File: src/rtl/controle_drone_grade.sv
// controle_drone_grade: drone movement and collision core.
// Keeps the drone (x,y) on a LARGURA x ALTURA grid. Control edges become
// single grid steps, and each target cell is checked against the obstacle
// map. The core also manages lives, including a post-hit invulnerability
// window, and reports venceu/perdeu.
// Optional feature macro: AUTO_REPEAT_EN (held controls re-trigger a step
// every REPEAT_CICLOS cycles). Without it, each press gives exactly one step.
module controle_drone_grade #(
    parameter  int LARGURA       = 16,
    parameter  int ALTURA        = 8,
    parameter  int VIDAS_MAX     = 7,
    parameter  int INVULN_CICLOS = 1000,
    parameter  int REPEAT_CICLOS = 250,
    localparam int WX            = $clog2(LARGURA),
    localparam int WY            = $clog2(ALTURA),
    localparam int WV            = $clog2(VIDAS_MAX + 1)
) (
    input  logic                       clock,
    input  logic                       reset,
    input  logic                       iniciar,
    input  logic [WV-1:0]              vidas_iniciais,
    input  logic [1:0]                 controle_vertical,
    input  logic [1:0]                 controle_horizontal,
    input  logic [LARGURA*ALTURA-1:0]  mapa_obstaculos,
    output logic [WX-1:0]              posicao_x,
    output logic [WY-1:0]              posicao_y,
    output logic [WV-1:0]              vidas,
    output logic                       colisao,
    output logic                       invulneravel,
    output logic                       venceu,
    output logic                       perdeu,
    output logic [2:0]                 db_estado
);

    localparam int WT = $clog2(INVULN_CICLOS + 1);
    localparam int WM = $clog2(LARGURA * ALTURA);

    typedef enum logic [2:0] {
        PARADO       = 3'd0,
        ATIVO        = 3'd1,
        INVULNERAVEL = 3'd2,
        VENCEU       = 3'd3,
        PERDEU       = 3'd4
    } estado_t;

    estado_t         estado_q, estado_d;
    logic [WX-1:0]   x_q, x_d;
    logic [WY-1:0]   y_q, y_d;
    logic [WV-1:0]   vidas_q, vidas_d;
    logic [WT-1:0]   timer_q, timer_d;
    logic            colisao_q, colisao_d;
    logic [1:0]      prev_v_q, prev_h_q;

    logic            trig_v_s, trig_h_s;
    logic [WX-1:0]   alvo_x_s;
    logic [WY-1:0]   alvo_y_s;
    logic [WM-1:0]   alvo_idx_s;
    logic            moveu_s, obst_s, ativo_s, passo_ok_s, bateu_s, ganhou_s;

    // 01 and 10 are commands; 00 and 11 mean "no command"
    function automatic logic ctrl_valido(input logic [1:0] c);
        return (c == 2'b01) || (c == 2'b10);
    endfunction

    // Loaded lives are forced into 1..VIDAS_MAX
    function automatic logic [WV-1:0] limita_vidas(input logic [WV-1:0] v);
        logic [WV-1:0] r;
        if (v == '0) begin
            r = WV'(1);
        end else if ({1'b0, v} > (WV+1)'(VIDAS_MAX)) begin
            r = WV'(VIDAS_MAX);
        end else begin
            r = v;
        end
        return r;
    endfunction

    // Last control code per axis, tracked in every state so a control held
    // before a run starts cannot fire until released
    always_ff @(posedge clock or negedge reset) begin
        if (!reset) begin
            prev_v_q <= 2'b00;
            prev_h_q <= 2'b00;
        end else begin
            prev_v_q <= controle_vertical;
            prev_h_q <= controle_horizontal;
        end
    end

`ifdef AUTO_REPEAT_EN
    localparam int WR = $clog2(REPEAT_CICLOS + 1);
    logic [WR-1:0] rep_v_q, rep_v_d, rep_h_q, rep_h_d;

    // Step triggers: a new code fires at once; a held code fires again every REPEAT_CICLOS
    always_comb begin
        trig_v_s = 1'b0;
        rep_v_d  = '0;
        if (!ctrl_valido(controle_vertical)) begin
            trig_v_s = 1'b0;
            rep_v_d  = '0;
        end else if ((controle_vertical != prev_v_q) || (rep_v_q == WR'(REPEAT_CICLOS))) begin
            trig_v_s = 1'b1;
            rep_v_d  = WR'(1);
        end else begin
            trig_v_s = 1'b0;
            rep_v_d  = rep_v_q + WR'(1);
        end
        trig_h_s = 1'b0;
        rep_h_d  = '0;
        if (!ctrl_valido(controle_horizontal)) begin
            trig_h_s = 1'b0;
            rep_h_d  = '0;
        end else if ((controle_horizontal != prev_h_q) || (rep_h_q == WR'(REPEAT_CICLOS))) begin
            trig_h_s = 1'b1;
            rep_h_d  = WR'(1);
        end else begin
            trig_h_s = 1'b0;
            rep_h_d  = rep_h_q + WR'(1);
        end
    end

    // Per-axis hold counters for auto-repeat
    always_ff @(posedge clock or negedge reset) begin
        if (!reset) begin
            rep_v_q <= '0;
            rep_h_q <= '0;
        end else begin
            rep_v_q <= rep_v_d;
            rep_h_q <= rep_h_d;
        end
    end
`else
    // Step triggers: only a none -> valid transition produces a step
    always_comb begin
        trig_v_s = ctrl_valido(controle_vertical)   && !ctrl_valido(prev_v_q);
        trig_h_s = ctrl_valido(controle_horizontal) && !ctrl_valido(prev_h_q);
    end
`endif

    // Target cell for this cycle; a component that would leave the grid is dropped
    always_comb begin
        alvo_x_s = x_q;
        alvo_y_s = y_q;
        if (trig_h_s && (controle_horizontal == 2'b01) && (x_q != WX'(LARGURA - 1))) begin
            alvo_x_s = x_q + WX'(1);
        end else if (trig_h_s && (controle_horizontal == 2'b10) && (x_q != '0)) begin
            alvo_x_s = x_q - WX'(1);
        end else begin
            alvo_x_s = x_q;
        end
        if (trig_v_s && (controle_vertical == 2'b01) && (y_q != WY'(ALTURA - 1))) begin
            alvo_y_s = y_q + WY'(1);
        end else if (trig_v_s && (controle_vertical == 2'b10) && (y_q != '0)) begin
            alvo_y_s = y_q - WY'(1);
        end else begin
            alvo_y_s = y_q;
        end
        alvo_idx_s = WM'(alvo_y_s) * WM'(LARGURA) + WM'(alvo_x_s);
    end

    // Only an actual move is checked; an obstacle under the drone is ignored
    assign obst_s     = mapa_obstaculos[alvo_idx_s];
    assign moveu_s    = (alvo_x_s != x_q) || (alvo_y_s != y_q);
    assign ativo_s    = (estado_q == ATIVO) || (estado_q == INVULNERAVEL);
    assign passo_ok_s = ativo_s && moveu_s && !obst_s;
    assign bateu_s    = ativo_s && moveu_s && obst_s;
    assign ganhou_s   = passo_ok_s && (alvo_x_s == WX'(LARGURA - 1));

    // State register
    always_ff @(posedge clock or negedge reset) begin
        if (!reset) begin
            estado_q <= PARADO;
        end else begin
            estado_q <= estado_d;
        end
    end

    // Next-state logic; a win takes priority over timer expiry
    always_comb begin
        estado_d = estado_q;
        case (estado_q)
            PARADO, VENCEU, PERDEU: begin
                if (iniciar) estado_d = ATIVO;
                else         estado_d = estado_q;
            end
            ATIVO: begin
                if (ganhou_s)                            estado_d = VENCEU;
                else if (bateu_s && (vidas_q <= WV'(1))) estado_d = PERDEU;
                else if (bateu_s)                        estado_d = INVULNERAVEL;
                else                                     estado_d = ATIVO;
            end
            INVULNERAVEL: begin
                if (ganhou_s)                   estado_d = VENCEU;
                else if (timer_q <= WT'(1))     estado_d = ATIVO;
                else                            estado_d = INVULNERAVEL;
            end
            default: estado_d = PARADO;
        endcase
    end

    // Position, lives and invulnerability timer updates
    always_comb begin
        x_d       = x_q;
        y_d       = y_q;
        vidas_d   = vidas_q;
        timer_d   = timer_q;
        colisao_d = bateu_s;
        case (estado_q)
            PARADO, VENCEU, PERDEU: begin
                if (iniciar) begin
                    x_d     = '0;
                    y_d     = '0;
                    vidas_d = limita_vidas(vidas_iniciais);
                end else begin
                    x_d     = x_q;
                    y_d     = y_q;
                    vidas_d = vidas_q;
                end
            end
            ATIVO: begin
                if (passo_ok_s) begin
                    x_d = alvo_x_s;
                    y_d = alvo_y_s;
                end else if (bateu_s) begin
                    vidas_d = (vidas_q == '0) ? '0 : vidas_q - WV'(1);
                    timer_d = WT'(INVULN_CICLOS);
                end else begin
                    x_d = x_q;
                    y_d = y_q;
                end
            end
            INVULNERAVEL: begin
                if (passo_ok_s) begin
                    x_d = alvo_x_s;
                    y_d = alvo_y_s;
                end else begin
                    x_d = x_q;
                    y_d = y_q;
                end
                timer_d = (timer_q != '0) ? timer_q - WT'(1) : '0;
            end
            default: begin
                x_d       = '0;
                y_d       = '0;
                vidas_d   = '0;
                timer_d   = '0;
                colisao_d = 1'b0;
            end
        endcase
    end

    // Datapath registers
    always_ff @(posedge clock or negedge reset) begin
        if (!reset) begin
            x_q       <= '0;
            y_q       <= '0;
            vidas_q   <= '0;
            timer_q   <= '0;
            colisao_q <= 1'b0;
        end else begin
            x_q       <= x_d;
            y_q       <= y_d;
            vidas_q   <= vidas_d;
            timer_q   <= timer_d;
            colisao_q <= colisao_d;
        end
    end

    // Output decode from registered state
    always_comb begin
        posicao_x    = x_q;
        posicao_y    = y_q;
        vidas        = vidas_q;
        colisao      = colisao_q;
        invulneravel = (estado_q == INVULNERAVEL);
        venceu       = (estado_q == VENCEU);
        perdeu       = (estado_q == PERDEU);
        db_estado    = estado_q;
    end

endmodule

File: config.mk
export PLATFORM = sky130hd
export DESIGN_NAME = controle_drone_grade
export DESIGN_NICKNAME = d
export VERILOG_FILES = /design/src/rtl/controle_drone_grade.sv
export SDC_FILE = /design/constraint.sdc
export NUM_CORES = 1
export LEC_CHECK = 0
export CORE_MARGIN = 2
export CORE_UTILIZATION = 44
export DETAILED_ROUTE_END_ITERATION = 6
export GPL_TIMING_DRIVEN = 0
export PLACE_DENSITY = 0.82
export SLEW_MARGIN = 20
export SYNTH_ARGS = -nofsm -noshare
export SYNTH_HDL_FRONTEND = slang
export SYNTH_SLANG_ARGS = --single-unit
File: constraint.sdc
create_clock -name clock -period 4.8 [get_ports clock]
set_input_delay 1.2 -clock clock [delete_from_list [all_inputs] [get_ports clock]]
set_output_delay 1.2 -clock clock [all_outputs]
set_load 0.1 [all_outputs]
# After elaboration in Yosys (flattened, before gate mapping)
# Cells that the tools add are included.
# Widths: inputs -> output; s select.
[op_classes]
n_bitwise = 2
reduce_logical = 36
addsub = 7
muxes = 30
n_eq_ne = 21
order_cmp = 3
[op_table]
columns = ["op", "n"]
rows = [
  ["$mux 3", 12],
  ["$mux 10", 3],
  ["$pmux 10 s3", 1],
  ["$pmux 3 s3", 2],
  ["$mux 4", 4],
  ["$logic_and 1x1->1", 15],
  ["$le 10x1->1 const B", 1],
  ["$reduce_bool 10->1", 1],
  ["$sub 10x1->10 const B", 1],
  ["$logic_not 3->1", 3],
  ["$eq 2x1->1 const B", 4],
  ["$eq 2x2->1 const B", 4],
  ["$lt 7x8->1 const B", 1],
  ["$pmux 4 s2", 1],
  ["$add 7x4->7", 1],
  ["$bmux 1 s7", 1],
  ["$eq 3x2->1 const B", 2],
  ["$logic_or 1x1->1", 6],
  ["$mux 2", 3],
  ["$ne 2x2->1 const B", 3],
  ["$pmux 3 s2", 1],
  ["$sub 3x1->3 const B", 2],
  ["$reduce_or 5->1", 1],
  ["$add 4x1->4 const B", 1],
  ["21 further kinds", 25],
]
[word_totals]
reg_bits = 28
inputBits = 138

# Logic depth before layout (Yosys ltp)
# Gate-level depths: netlist (run 1).
[logic_depth]
word_depth = 16
ltp_mapped = 16
mapped_depth_nobuf = 13

# Worst setup path after synthesis (run 1)
# OpenSTA, ideal clock, no wires.
[synth_path]
path_type = "flip-flop to flip-flop"
startpoint = "reg x_q[0] (netlist: posicao_x[0])"
endpoint = "reg timer_q[4]"
synth_period_minus_slack_ps = 4301
path_slack_ps = 499
arrival_ps = 4178
stages_incl_launch_ff = 16
cell_sequence = "dfrtp_1 inv_2 clkbuf_1 ha_1 or3b_4 a21o_1 nand3_2 buf_2 nand3_1 a31o_1 a2111o_1 o2111a_1 a21o_1 nor3_4 nand2_4 a32o_1"
[synth_via]
elab_chain_cells = 11
[synth_rtl]
columns = ["item", "line_no", "rtl"]
rows = [
  ["from (decl)", "47", "logic [WX-1:0] x_q, x_d;"],
  ["from (signal assigned)", "255", "x_q <= '0;"],
  ["from (signal assigned)", "261", "x_q <= x_d;"],
  ["branches (longest 10 deep; another with $add 7x4->7)", "-", ""],
  ["$reduce_and 3->1 (no line) *", "-", ""],
  ["to (signal assigned)", "264", "timer_q <= timer_d;"],
  ["to (decl)", "50", "logic [WT-1:0] timer_q, timer_d;"],
]
# Mark *: on every way between the ends. The select of a mux whose other input is x is not followed.
# A chain may end at the register's enable or synchronous reset.

# Worst setup path after layout (run 1)
[layout_path]
startpoint = "in controle_horizontal[0]"
endpoint = "reg timer_q[4]"
[layout_via]
elab_chain_cells = 14
[layout_rtl]
columns = ["item", "line_no", "rtl"]
rows = [
  ["from (decl)", "23", "input logic [1:0] controle_horizontal,"],
  ["$eq 2x1->1 or $eq 2x2->1 (tied branches)", "62, 144, 146", ""],
  ["$logic_or 1x1->1", "62", "return (c == 2'b01) || (c == 2'b10);"],
  ["$logic_and 1x1->1", "136", "trig_h_s = ctrl_valido(controle_horizontal) && !ctrl_valido(prev_h_q);"],
  ["$logic_and 1x1->1 (2 in series)", "146", "end else if (trig_h_s && (controle_horizontal == 2'b10) && (x_q != '0)) begin"],
  ["$mux 4", "146", ""],
  ["$mux 4 *", "144", "if (trig_h_s && (controle_horizontal == 2'b01) && (x_q != WX'(LARGURA - 1))) begin"],
  ["$add 7x4->7", "158", "alvo_idx_s = WM'(alvo_y_s) * WM'(LARGURA) + WM'(alvo_x_s);"],
  ["$bmux 1 s7", "162", "assign obst_s = mapa_obstaculos[alvo_idx_s];"],
  ["$mux 1 (not written as such)", "162", ""],
  ["$logic_not 1->1", "165", "assign passo_ok_s = ativo_s && moveu_s && !obst_s;"],
  ["$logic_and 1x1->1", "165", ""],
  ["$ne 2x2->1 (no line)", "-", ""],
  ["$reduce_and 3->1 (no line) *", "-", ""],
]
# Mark *: on every way between the ends. The rest lies on a longest branch, timed or not. The select of a mux whose other input is x is not followed.

==> results of run 1 <==
-- power breakdown --
part / internal, mW / switching, mW
combinational: 0.624 / 1.01
clock: 0.0563 / 0.0684
sequential: 0.300 / 0.0844
total: 0.980 / 1.17
-- layout by cell type (no fill, tap or decap), drive strengths merged, types with 3 or more instances in the layout --
cell	count
o31a	3
xnor2	4
nor2b	3
nor2	31
nand3	18
ha	12
and3	26
nand2	82
a311oi	7
o211ai	6
clkbuf	24
a21o	5
a22o	5
a2111oi	13
buf	21
a22oi	12
o21ai	23
mux2i	13
dfrtp	28
nor3	22
and2	8
nor3b	4
a31o	6
nand2b	8
inv	14
nor4	5
a211oi	30
clkdlybuf4s50	153
a21oi	30
a31oi	4
-- flip-flops by register name, indices dropped and copies added (netlist names) --
| register | count |
|---|---|
| prev_h_q | 2 |
| posicao_x | 4 |
| colisao | 1 |
| timer_q | 10 |
| vidas | 3 |
| db_estado | 3 |
| prev_v_q | 2 |
| posicao_y | 3 |
-- stage by stage --
stage	area, µm²	TNS [ps]
after detailed placement	5390	-10870
final	5650	0
after global placement	5400	-9010
after global routing	5650	0
after floorplan	3720	0
after CTS	5490	0
-- final timing paths --
path	end	slack [ps]	cells after the start
worst min-delay path	timer_q[1]	540	1
min in group asynchronous	posicao_x[2]	940	1
worst min register to register	timer_q[1]	540	1
worst max register to register	timer_q[4]	430	14
worst max-delay path	timer_q[4]	120	15
max in group asynchronous	posicao_x[1]	3450	1
-- per-layer routing --
| metal | part of all wire (%) | vias up |
|---|---|---|
| met4 | 2.4 | 0 |
| li1 | - | 2258 |
| met2 | 47 | 262 |
| met5 | 0 | - |
| met1 | 41 | 2306 |
| met3 | 9.9 | 40 |
-- cell families (layout without fill, tap and decap cells) --
logic type,count (synthesis),count (layout),share of synthesized area (%)
AND/OR/NAND/NOR,221,221,29.8
XOR/XNOR,5,5,1.38
flip-flops,28,28,18.8
AO/OA/AOI/OAI,173,173,34.4
buffers and inverters,49,213,5.91
multiplexers,17,17,5.65
adder cells (fa/ha/maj),12,12,4.03
-- critical path, stage by stage --
cell and delay (ps):
clkdlybuf4s50_1 460, inv_2 100, ha_4 170, or4b_1 460
or2_1 260, mux2i_4 210, a211o_4 210, buf_6 150
nand2_1 60, a2111o_1 410, o2111a_1 120, a21o_1 220
nor3_4 380, nand2_4 140, a32o_1 280
-- what timing repair did --
item                                    4_1_cts  5_1_grt
endpoints found under the setup margin       23       23
buffers inserted                              2        6
gates resized for setup                      19       37
pin swaps                                     2        5
-- layout make-up --
class / instances / area [µm²] / area share (%)
Buffer: 33 / 194 / 3.43
Clock buffer: 3 / 41.3 / 0.731
Inverter: 15 / 60.1 / 1.06
Multi-Input combinational cell: 428 / 2930 / 51.8
Sequential cell: 28 / 701 / 12.4
Tap cell: 105 / 131 / 2.33
Timing Repair Buffer: 162 / 1600 / 28.3
==> results.txt, run 1 <==
- Port buffering added 154 buffers.
- Sequential element share of the synthesized area: a little under a fifth
- RSZ-0062 raised after global routing: false
- Relative slew slack: 31.4%
- The critical path is of the input pin to flip-flop type.
- Number of vias per cell after detailed routing: approximately 6.3
- The cell sitting at the root of the clock tree is a clkbuf_8.
- Static Leakage: ~2.2 nW
* Number of nets in the layout: 821
- Ratio of cells with drive above 1 in the final layout: between 10% and 20%
- First-pass GRT wire length: 23000 µm
- Max-cap violation count: 0
- Dividing the detail-routed wire length by the instance count gives 19.7 µm.
- Classification of the worst-slack hold path: flip-flop to flip-flop
- Counting every sink on the clock net gives 28.
- Compared with the post-synthesis result, the final layout area differs by 51.7%.
* Final setup violating endpoints: 0
- At the worst endpoint, the required time is about 5000 ps.
- GPL Wtd Cong: about 0.95
- Starting density of the core: 45.3%
- The completed layout was analyzed and its total power is 2.15 mW.
* Post-route minimum period: 4680 ps
- Global-route usage over all layers: 31.4%
- Summed over all layers, the global routing overflow is 0.
- From left edge to right edge, the die measures 96.0 µm.
- Number of H-tree levels: 1
- The number of endpoints with negative hold slack in the final report is 0.
* Drt first pass iters: 7
- After the first detailed-routing iteration, the DRC count stood at approximately 360.
- Worst vdd ir: 0.461 mV
- For the pin with the worst max-slew slack, the measured transition is between 1000 and 1500 ps.
- Flip-flop cell with the highest count after synthesis: dfrtp_1
- Crit path from: controle_horizontal[0]
- By area the synthesized netlist is led by dfrtp_1 19%, nand2_1 8.1%, a211oi_1 5.8%.
- Pin count of the biggest net entering global routing: 29
* Worst setup timing slack at the placement stage: -634 ps
- After floorplanning, the core was divided into 33 placement rows.
- Number of design rule violations left after detail routing: 0
- Inst Count DP: roughly 760
- Utilization after layout: approximately 69%
- Based on the critical path, the design can be clocked at up to between 200 and 250 MHz.
* Critical hold path startpoint: timer_q[1]
- After layout, the worst path uses 97.4% of the clock period.
- Min Hold Slack: approximately 540 ps
- Top cell type's share of synthesized area: 18.8%
- Global routing met1 resource utilization: 40.9%
* Inserted Clock Buffers: 3
- Global routing consumed, on the met2 layer, 53.6% of the routing resources.
- The number of antenna violations at the first check in global routing was 0.
- The filler cells instantiated in the layout total about 710.
- After synthesis the cells add up to 0.00372 mm².
- The die covers 0.00921 mm².
- The worst setup path is captured at a flip-flop.
- The Yosys step of the flow raised 0 warnings.
* Launch point of the worst reg-to-reg path: posicao_x[0]
- In this run the mean area of a mapped cell was 7.37 µm².
* Finished Layout Cells: 774
* Final clock skew: ~6.4 ps
- The final number of max-transition violations was 0.
- The routed layout has 4866 vias.
- STA classifies the critical path startpoint as an input pin.
- Of all nets on the critical path, the largest fanout is 10.
- Detailed Route WL: 15300 µm
- TritonCTS built the clock tree.
* Flip-flop and latch count after synthesis: 28
- Number of enable-type register cells in the synthesized netlist: 0
* Antenna cells: 0
- Met3 routing resource usage after global routing: 4.70%
- Counting along the longest clock path gives a buffer depth of 2.
- The number of global-route vias before repair is roughly 4.6k.
- The number of nets in the synthesized netlist is around 660.
- In this run the count of I/O pins placed on the die edge is 155.
* Half-perimeter wire length after detailed placement: 11600 µm
- From bottom edge to top edge, the die measures 96.0 µm.
- Data on the critical path arrives at its endpoint at 4850 ps.
- Dividing total power by cell area gives a power density of 380 mW/mm².
- Counting distinct cell types in the post-synthesis netlist gives a little under 80.
* Outcome: completed
* Share of async-settable or async-resettable flops after synthesis: 100%
- Clock-pin slew was measured on the worst setup and hold paths at 90 ps.
- The biggest area contributor in the post-synthesis netlist is dfrtp_1.
* Library cell with the highest instance count after synthesis: nand2_1
* Instance count of the mapped netlist: approximately 510
- In this run the most used layer during global routing was met2.
- List of most frequent post-synthesis cells: 80 x nand2_1, 31 x nor2_1, 29 x a211oi_1
* Post-cts hold buffer count: 0
* Clock latency on the worst-skew pair: between 200 and 300 ps
- Core Box Area: 0.00822 mm²
* Worst Slack Setup Final: 123 ps
- Final antenna-violating net count: 0
(Power assumes the default switching activity.)
==> run 2, diff against run 1 <==
--- a/config.mk
+++ b/config.mk
@@ -5,6 +5,7 @@
 export SDC_FILE = /design/constraint.sdc
 export NUM_CORES = 1
 export LEC_CHECK = 0
+export CAP_MARGIN = 5
 export CORE_MARGIN = 2
 export CORE_UTILIZATION = 44
 export DETAILED_ROUTE_END_ITERATION = 6
==> results of run 2 <==
No change in the layout: final DEF, timing and power equal those of run 1.
